[config.mk]
export PLATFORM = sky130hd
export DESIGN_NAME = clk2_monitor_flat
export DESIGN_NICKNAME = d
export VERILOG_FILES = /design/src/rtl/clk2_pkg.sv /design/src/rtl/clk2_monitor_if.sv /design/src/rtl/edge_detect.sv /design/src/rtl/clk2_monitor.sv /design/src/flat_wrapper.sv
export SDC_FILE = /design/constraint.sdc
export NUM_CORES = 1
export LEC_CHECK = 0
export ABC_AREA = 1
export CAP_MARGIN = 15
export CORE_AREA = 2 2 55 57
export CTS_CLUSTER_SIZE = 8
export DETAILED_ROUTE_END_ITERATION = 12
export DIE_AREA = 0 0 57 59
export GPL_ROUTABILITY_DRIVEN = 1
export PLACE_DENSITY_LB_ADDON = 0.1
export SYNTH_ARGS = -nofsm -noshare
export SYNTH_HDL_FRONTEND = slang
export SYNTH_SLANG_ARGS = --single-unit
[constraint.sdc]
create_clock -name clk -period 2.4 [get_ports clk]
set_input_delay 0.36 -clock clk [delete_from_list [all_inputs] [get_ports clk]]
set_output_delay 0.36 -clock clk [all_outputs]
set_load 0.005 [all_outputs]
[src/rtl/clk2_pkg.sv]
// Shared types and default parameters for the divided-clock monitor.
package clk2_pkg;

   typedef enum logic [1:0] {
      IDLE   = 2'd0,
      ACQ    = 2'd1,
      LOCKED = 2'd2,
      ERR    = 2'd3
   } clk2_state_e;

   localparam int CLK2_DIV_DEF   = 1;
   localparam int CLK2_LOCK_DEF  = 4;
   localparam int CLK2_CNT_W_DEF = 8;

   // Largest value a CNT_W-bit half-period counter can hold before it saturates.
   function automatic int clk2_cnt_max(input int cnt_w);
      return (1 << cnt_w) - 1;
   endfunction

endpackage

[src/rtl/clk2_monitor_if.sv]
// Bundle of the divided clock under test and the monitor's strobes and status.
// The monitor side uses the master modport; consumers use the slave modport.
interface clk2_monitor_if
   import clk2_pkg::*;
#(
   parameter int CNT_W = CLK2_CNT_W_DEF
);
   logic             clk2_in;
   logic             rise_pulse;
   logic             fall_pulse;
   logic [CNT_W-1:0] half_period;
   logic             period_valid;
   logic             locked;
   logic             err;

   modport master (
      input  clk2_in,
      output rise_pulse,
      output fall_pulse,
      output half_period,
      output period_valid,
      output locked,
      output err
   );

   modport slave (
      output clk2_in,
      input  rise_pulse,
      input  fall_pulse,
      input  half_period,
      input  period_valid,
      input  locked,
      input  err
   );
endinterface

[src/rtl/edge_detect.sv]
// Samples clk2_in on clk and produces registered rise/fall strobes plus a same-cycle edge flag.
// Define CLK2_MONITOR_SYNC_EN to put a two-flop synchronizer in front of the sampler.
module edge_detect (
   input  logic clk,
   input  logic rst,
   input  logic d_in,
   output logic edge_o,
   output logic rise_o,
   output logic fall_o
);

   logic sample_src;

`ifdef CLK2_MONITOR_SYNC_EN
   logic [1:0] sync_q;
   logic [1:0] sync_d;

   always_comb begin
      sync_d = {sync_q[0], d_in};
   end

   always_ff @(posedge clk) begin
      if (rst) begin
         sync_q <= '0;
      end else begin
         sync_q <= sync_d;
      end
   end

   assign sample_src = sync_q[1];
`else
   // Only safe when d_in is itself a flop clocked by clk.
   assign sample_src = d_in;
`endif

   logic s_q;
   logic s_d;
   logic p_q;
   logic p_d;
   logic rise_q;
   logic rise_d;
   logic fall_q;
   logic fall_d;

   always_comb begin
      s_d    = sample_src;
      p_d    = s_q;
      rise_d = s_q & ~p_q;
      fall_d = ~s_q & p_q;
   end

   always_ff @(posedge clk) begin
      if (rst) begin
         s_q    <= 1'b0;
         p_q    <= 1'b0;
         rise_q <= 1'b0;
         fall_q <= 1'b0;
      end else begin
         s_q    <= s_d;
         p_q    <= p_d;
         rise_q <= rise_d;
         fall_q <= fall_d;
      end
   end

   // The counter in the parent acts on this so its registered outputs line up with the strobes.
   assign edge_o = s_q ^ p_q;
   assign rise_o = rise_q;
   assign fall_o = fall_q;

endmodule

[src/rtl/clk2_monitor.sv]
// Measures each half-period of a divided clock, declares lock after LOCK_CNT matches and flags faults.
// Build option CLK2_MONITOR_SYNC_EN (in edge_detect) adds a synchronizer; values are unchanged.
module clk2_monitor
   import clk2_pkg::*;
#(
   parameter int DIV      = CLK2_DIV_DEF,
   parameter int LOCK_CNT = CLK2_LOCK_DEF,
   parameter int CNT_W    = CLK2_CNT_W_DEF
) (
   input  logic           clk,
   input  logic           rst,
   clk2_monitor_if.master bus
);

   localparam logic [CNT_W-1:0] CNT_MAX = CNT_W'(clk2_cnt_max(CNT_W));
   localparam logic [CNT_W-1:0] DIV_C   = CNT_W'(DIV);
   localparam logic [CNT_W-1:0] CNT_ONE = CNT_W'(1);
   localparam logic [3:0]       LOCK_C  = 4'(LOCK_CNT);

   logic edge_now;
   logic rise_pulse;
   logic fall_pulse;

   edge_detect u_edge_detect (
      .clk    (clk),
      .rst    (rst),
      .d_in   (bus.clk2_in),
      .edge_o (edge_now),
      .rise_o (rise_pulse),
      .fall_o (fall_pulse)
   );

   clk2_state_e      state_q;
   clk2_state_e      state_d;
   logic [CNT_W-1:0] cnt_q;
   logic [CNT_W-1:0] cnt_d;
   logic [CNT_W-1:0] half_period_q;
   logic [CNT_W-1:0] half_period_d;
   logic             period_valid_q;
   logic             period_valid_d;
   logic [3:0]       good_cnt_q;
   logic [3:0]       good_cnt_d;

   logic saturated;
   logic meas_good;
   logic meas_bad;

   // Counter and measurement register.
   always_comb begin
      cnt_d          = cnt_q;
      half_period_d  = half_period_q;
      period_valid_d = 1'b0;

      if (edge_now) begin
         cnt_d = CNT_ONE;
      end else if (cnt_q != CNT_MAX) begin
         cnt_d = cnt_q + CNT_ONE;
      end

      // The interval ending at the first edge is partial, so it is not reported.
      if (edge_now && (state_q != IDLE)) begin
         half_period_d  = cnt_q;
         period_valid_d = 1'b1;
      end
   end

   // The FSM judges the registered measurement, so locked/err trail period_valid by one cycle.
   assign saturated = (cnt_q == CNT_MAX);
   assign meas_good = period_valid_q && (half_period_q == DIV_C);
   assign meas_bad  = period_valid_q && (half_period_q != DIV_C);

   always_comb begin
      state_d    = state_q;
      good_cnt_d = good_cnt_q;

      unique case (state_q)
         IDLE: begin
            if (edge_now) begin
               state_d = ACQ;
            end
         end
         ACQ: begin
            if (saturated) begin
               state_d = ERR;
            end else if (meas_good) begin
               good_cnt_d = good_cnt_q + 4'd1;
               if ((good_cnt_q + 4'd1) == LOCK_C) begin
                  state_d = LOCKED;
               end
            end else if (meas_bad) begin
               good_cnt_d = 4'd0;
            end
         end
         LOCKED: begin
            if (saturated || meas_bad) begin
               state_d = ERR;
            end
         end
         ERR: begin
            state_d = ERR;
         end
         default: begin
            state_d = IDLE;
         end
      endcase
   end

   always_ff @(posedge clk) begin
      if (rst) begin
         state_q        <= IDLE;
         cnt_q          <= '0;
         half_period_q  <= '0;
         period_valid_q <= 1'b0;
         good_cnt_q     <= 4'd0;
      end else begin
         state_q        <= state_d;
         cnt_q          <= cnt_d;
         half_period_q  <= half_period_d;
         period_valid_q <= period_valid_d;
         good_cnt_q     <= good_cnt_d;
      end
   end

   assign bus.rise_pulse   = rise_pulse;
   assign bus.fall_pulse   = fall_pulse;
   assign bus.half_period  = half_period_q;
   assign bus.period_valid = period_valid_q;
   assign bus.locked       = (state_q == LOCKED);
   assign bus.err          = (state_q == ERR);

endmodule

[src/flat_wrapper.sv]
// flat-port wrapper written by rule: the top's interface ports become plain ports
module clk2_monitor_flat import clk2_pkg::*;
#(
   parameter int DIV      = CLK2_DIV_DEF,
   parameter int LOCK_CNT = CLK2_LOCK_DEF,
   parameter int CNT_W    = CLK2_CNT_W_DEF
)
  (clk, rst, bus_clk2_in, bus_rise_pulse, bus_fall_pulse, bus_half_period, bus_period_valid, bus_locked, bus_err);
  clk2_monitor_if #(.CNT_W(CNT_W)) bus_i ();
  input  logic clk;
  input  logic rst;
  input wire logic [$bits(bus_i.clk2_in)-1:0] bus_clk2_in;
  output wire logic [$bits(bus_i.rise_pulse)-1:0] bus_rise_pulse;
  output wire logic [$bits(bus_i.fall_pulse)-1:0] bus_fall_pulse;
  output wire logic [$bits(bus_i.half_period)-1:0] bus_half_period;
  output wire logic [$bits(bus_i.period_valid)-1:0] bus_period_valid;
  output wire logic [$bits(bus_i.locked)-1:0] bus_locked;
  output wire logic [$bits(bus_i.err)-1:0] bus_err;
  assign bus_i.clk2_in = bus_clk2_in;
  assign bus_rise_pulse = bus_i.rise_pulse;
  assign bus_fall_pulse = bus_i.fall_pulse;
  assign bus_half_period = bus_i.half_period;
  assign bus_period_valid = bus_i.period_valid;
  assign bus_locked = bus_i.locked;
  assign bus_err = bus_i.err;
  clk2_monitor #(.DIV(DIV), .LOCK_CNT(LOCK_CNT), .CNT_W(CNT_W)) u_core (.clk(clk), .rst(rst), .bus(bus_i));
endmodule
==> results of run 1 <==
where the power goes:
group	leakage [nW]	total (mW)	internal (mW)	switching (mW)
Combinational	0.344	0.212	0.102	0.110
Clock	0.0150	0.199	0.0652	0.134
Sequential	0.220	0.520	0.486	0.0337
Total	0.579	0.931	0.654	0.277
worst paths after layout:
check	cells after the start	from	end	slack, ns
worst max-delay path	3	u_core.state_q[1]	bus_locked	0.64
worst min-delay path	2	u_core.u_edge_detect.p_d	u_core.u_edge_detect.p_q	0.48
worst max register to register	8	u_core.cnt_q[0]	u_core.good_cnt_q[2]	0.92
worst min register to register	2	u_core.u_edge_detect.p_d	u_core.u_edge_detect.p_q	0.48
placed cells by master, fill, tap and decap left out, drive strengths merged:
cell and instances:
a21oi 15, a31oi 3, buf 2, clkbuf 4, clkdlybuf4s50 15, clkinv 1
dfxtp 27, ha 4, inv 23, nand2 27, nand3 5, nand3b 1
nand4 3, nor2 30, nor3 4, o21ai 13, or2 1, xnor2 1
xor2 1
logic make-up (layout without fill, tap and decap cells):
group | Yosys count | after routing | synth area share, %
simple gates | 71 | 71 | 27.64
compound gates | 31 | 31 | 13.77
flops | 27 | 27 | 44.72
buf+inv | 26 | 45 | 8.280
fa+ha+maj | 4 | 4 | 4.141
xor+xnor | 2 | 2 | 1.450
state kept, by name, indices dropped and copies added, names as in the netlist:
register,count
u_core.bus.half_period,8
u_core.bus.period_valid,1
u_core.u_edge_detect.p_q,1
u_core.state_q,2
u_core.good_cnt_q,4
u_core.u_edge_detect.rise_o,1
u_core.cnt_q,8
u_core.u_edge_detect.fall_o,1
u_core.u_edge_detect.p_d,1
layout make-up:
| cell class | instances | area, µm² |
|---|---|---|
| Multi-Input combinational cell | 108 | 568.0 |
| Timing Repair Buffer | 17 | 165.2 |
| Tap cell | 31 | 38.79 |
| Sequential cell | 27 | 540.5 |
| Clock buffer | 4 | 26.28 |
| Fill cell | 292 | 1280 |
| Inverter | 24 | 91.34 |
stage by stage:
stage	power, mW	instances
CTS	0.9388	211
floorplan	0.6513	161
detailed placement	0.7424	207
global placement	0.7416	207
finish	0.9312	211
global route	0.9884	211
synth_stat cells:
master    count
dfxtp_1      27
xor2_1        1
nor2_4        3
nor2_2        1
nand2_2       4
buf_2         1
ha_1          4
nand2_4       1
or2_0         1
nand3_1       5
clkbuf_1      1
nand4_1       3
xnor2_1       1
nand2_1      22
a31oi_1       3
a21oi_2       2
nor3_1        4
a21oi_1      13
nand3b_1      1
o21ai_0      13
inv_1        23
clkinv_2      1
nor2_1       26
per-layer routing:
metal / wire length (µm) / vias to the layer above / GRT usage, %
met2: 1043 / 25 / 25.12
li1: - / 551 / -
met4: 22 / 0 / 6.977
met3: 95 / 2 / 2.620
met5: 0 / - / 0
met1: 1193 / 480 / 21.31
worst reg2reg max path, delay by kind of cell (launching register included):
kind | cells | cell delay, ns
adders and majority gates | 1 | 0.24
DFF | 1 | 0.39
buffers and inverters | 1 | 0.09
AOI/OAI and AO/OA | 2 | 0.33
and+or+nand+nor | 4 | 0.37
==> metrics.cfg, run 1 <==
[sta]
skew_ns=0.01038
final-setup-viol-count=0
hold_violations=0
max-slew-margin-rel_pct=76.92
fmax_mhz=569.3
slew_viol_final=0
finalSetupTns_ns=0
hold_slack_ns=0.4804
rsz0062_at_grt=no
tightest_slew_ns=0.3436
fin_crit_ns=1.756
period_share_pct=73.19
setup_slack_ns=0.6436

[routing]
drt_iter0_drc=45
vias=1058
drcViolationCount=0
wl_per_cell_um=11.16
via_per_inst=5.014
drt-total-wl_um=2354
first_pass_iters=4
antenna_left=0

[critical_path]
critPathBufInv=2
startpoint_type=flip-flop
slowest_delay_ns=0.49
critPathArrivalTime_ns=1.40
cp_max_fo=5
worst_path_max_delay_cell=clkdlybuf4s50_1
critPathTopFamily=buffers and inverters
crit_type=reg2out
cp.required_ns=2.04
crit_chain=nand2_1 > inv_1 > clkdlybuf4s50_1
end_kind=primary output

[global_route]
grt_pass1_vias=969
grt_pass1_wl_um=4146
gr-total-overflow=0
grt_usage_pct=15.81
grt_max_degree=15
antenna_found_initial=0

[synth]
synth_cell_types=23
yosysTopAreaCell=dfxtp_1
ys_ff_latch=27
syn_nets=168
postSynthCellCount=161
yosys_warnings=0
avgSynthCellArea_um2=7.507
seq_area_frac_synth_pct=44.72
synth_top_area_share_pct=44.72
synth.cell_area_um2=1209
yosys-top-cells-area=dfxtp_1 (45%), nor2_1 (8.1%), inv_1 (7.1%)

[floorplanning]
ios=16
core_um2=2710
rows=19
fp.dieW_um=57
die_y_um=59
initial_core_util_pct=44.60
die_area_um2=3363

[layout]
drive_gt1_share_pct=9.444
fin_util_pct=52.77
final_cell_area_um2=1430
diodes=0
area_growth_pct=18.32
nNetsFinal=188

[clocking]
path_clk_slew_ns=0.14
cts_setup_buffers=0
clk_latency_ns=0.33
hold_buffers=0
htreeDepth=1
cts_tree=built
root_buffer=clkbuf_4
clockBufferDepth=2
postCtsResizedCells=0
numCtsBuffers=3
cts.sinks=27

[power]
p_leak_nw=0.5792
worst_ir_drop_vdd_mv=0.3556
power.density_nw_per_um2=651.1

[placement]
post-place-ws_ns=0.8971
dpl-instance-area_um2=1404
gp_congestion=0.8219
post-dp-hpwl_um=1789
io_buffers=15

[worst_hold_path]
min_path_type=reg2reg

[outcome]
status=completed

[job]
maxCapViolCount=0

No activity file was read; power rests on OpenSTA's default activity.
==> inputs of run 2 (changes only) <==
Clock period 2.4 ns to 1.5 ns, I/O delays scaled along.
==> run 2 against run 1 <==
Compared with the run above:
- worst setup slack worse by 0.59 ns
- hold slack worse by 0.081 ns
- count of clock-buffer cells in the layout is 1 lower
- cell area is 4.7% higher
- combinational power is 77% higher
- largest power group unchanged
==> metrics.cfg, run 2 (synthesized netlist as in run 1, its figures left out) <==
[layout]
regArea_um2=549.3  ; +1.6%
final_cell_area_um2=1498  ; +4.7%
final_cell_mix=nor2_1 (25), inv_1 (23), nand2_1 (22), dfxtp_1 (22)
stdcell_count=217  ; +2.8%
area_growth_pct=23.91
nNetsFinal=194  ; +3.2%
diodes=0  ; unchanged
multiInputGateArea_um2=583.1  ; +2.6%
fill_cells=289  ; -1.0%
drive_gt1_share_pct=16.13  ; +6.7 points
final_common_cell=nor2_1

[global_route]
gr-total-overflow=0  ; unchanged
antenna_found_initial=0  ; unchanged
grt_pass1_vias=1036  ; +6.9%
grt_pass1_wl_um=4271  ; +3.0%
grt_usage_pct=16.36  ; +0.55 points
grt_max_degree=16  ; +1

[floorplanning]
rows=19  ; unchanged
core_um2=2710  ; unchanged
die_y_um=59  ; unchanged
initial_core_util_pct=44.60  ; unchanged
fp.dieW_um=57  ; unchanged
die_area_um2=3363  ; unchanged
ios=16  ; unchanged

[routing]
via_per_inst=4.899  ; -2.3%
wl_per_cell_um=10.92  ; -2.1%
first_pass_iters=4  ; unchanged
drt_iter0_drc=52  ; +16%
drt-total-wl_um=2369  ; +0.64%
antenna_left=0  ; unchanged
drcViolationCount=0  ; unchanged
vias=1063  ; +0.47%

[sta]
hold_violations=0  ; unchanged
fin_crit_ns=1.444
hold_slack_ns=0.3998  ; -0.08054 ns
period_share_pct=96.24
fmax_mhz=692.7
tightest_slew_ns=0.3137  ; -0.02988 ns
finalSetupTns_ns=0  ; unchanged
skew_ns=0.003193  ; -0.007187 ns
slew_viol_final=0  ; unchanged
max-slew-margin-rel_pct=78.92  ; +2.0 points
final-setup-viol-count=0  ; unchanged

[power]
p_leak_nw=0.6376  ; +10%
comb_power_share_pct=24.7  ; +1.9 points
pwr-share-seq_pct=54.9  ; -0.9 points
intPower_mw=1.066  ; +63%
switchingPower_mw=0.4505  ; +62%
power.density_nw_per_um2=1013  ; +56%
swShare_pct=29.70  ; -0.096 points
worst_ir_drop_vdd_mv=0.6335  ; +78%
p_clk_share_pct=20.4  ; -1.0 points

[critical_path]
worst_path_max_delay_cell=clkdlybuf4s50_1
critPathTopFamily=buffers and inverters
end_kind=primary output
critPathBufInv=1  ; -1
cp_max_fo=5  ; unchanged
slowest_delay_ns=0.50  ; about the same
critPathArrivalTime_ns=1.22  ; -0.18 ns
crit_chain=clkdlybuf4s50_1
cp.required_ns=1.27  ; -0.77 ns
crit_type=reg2out
startpoint_type=flip-flop

[worst_hold_path]
min_path_type=in2reg

[clocking]
hold_buffers=0  ; unchanged
cts_tree=built
root_buffer=clkbuf_4
clockBufferDepth=2  ; unchanged
htreeDepth=1  ; unchanged
clk_latency_ns=0.32  ; about the same
cts.sinks=27  ; unchanged
numCtsBuffers=3  ; unchanged
path_clk_slew_ns=0.14  ; about the same

[placement]
dpl-instance-area_um2=1434  ; +2.1%
io_buffers=15  ; unchanged
dp.cells=211  ; +1.9%
post-dp-hpwl_um=1811  ; +1.2%
gp_congestion=0.8657  ; +5.3%

[outcome]
status=completed

[job]
maxCapViolCount=0  ; unchanged

## run 2: routing by layer
metal / share of wire [%] / GRT usage (%) / vias up
li1: - / - / 564
met1: 48 / 20.63 / 478
met2: 46 / 27.26 / 15
met3: 3.6 / 2.620 / 6
met4: 2.4 / 8.306 / 0
met5: 0 / 0 / -
## run 2: repair_timing
action | in CTS | in global routing
cloned | 0 | 0
endpoints found under the setup margin | 3 | 8
buffers inserted | 0 | 2
gates resized for setup | 5 | 6
pin swaps | 0 | 2
## run 2: cell type report
type,instances,share of cell area (%)
clock buffers,3,1.504
flip-flops and latches,27,36.67
multi-input cells,108,38.93
well taps,31,2.590
repair buffers,23,13.87
inverters,24,6.099
clock inverters,1,0.3342
## run 2: tightest hold or removal path, delay by kind of cell
family / cells / cell delay [ns]
buffers and inverters: 2 / 0.45
AND/OR/NAND/NOR: 1 / 0.03
## run 2: final timing paths
path                            slack (ns)                       end  cells after the start                startpoint
worst max-delay path                  0.06          bus_period_valid                      1   u_core.bus.period_valid
worst min-delay path                  0.40  u_core.u_edge_detect.p_d                      3               bus_clk2_in
worst max register to register        0.14         u_core.state_q[1]                      9           u_core.cnt_q[1]
worst min register to register        0.47  u_core.u_edge_detect.p_q                      2  u_core.u_edge_detect.p_d
## run 2: power groups by stage
stage          combinational [mW]  sequential, mW  clock (mW)
3_5_place_dp                0.353           0.842           0
4_1_cts                     0.351           0.830       0.322
2_1_floorplan               0.202           0.840           0
6_report                    0.375           0.832       0.309
5_1_grt                     0.425           0.843       0.358
3_3_place_gp                0.350           0.838           0
## run 2: through the flow
| stage | setup slack [ns] | utilization [%] | power, mW |
|---|---|---|---|
| final | 0.05636 | 55.26 | 1.517 |
| after global routing | -0.001587 | 55.26 | 1.626 |
| after CTS | 0.02419 | 53.97 | 1.502 |
| after detailed placement | 0.07594 | 52.91 | 1.195 |
| after global placement | 0.1014 | 52.91 | 1.188 |
| after floorplan | 0.1895 | - | 1.042 |
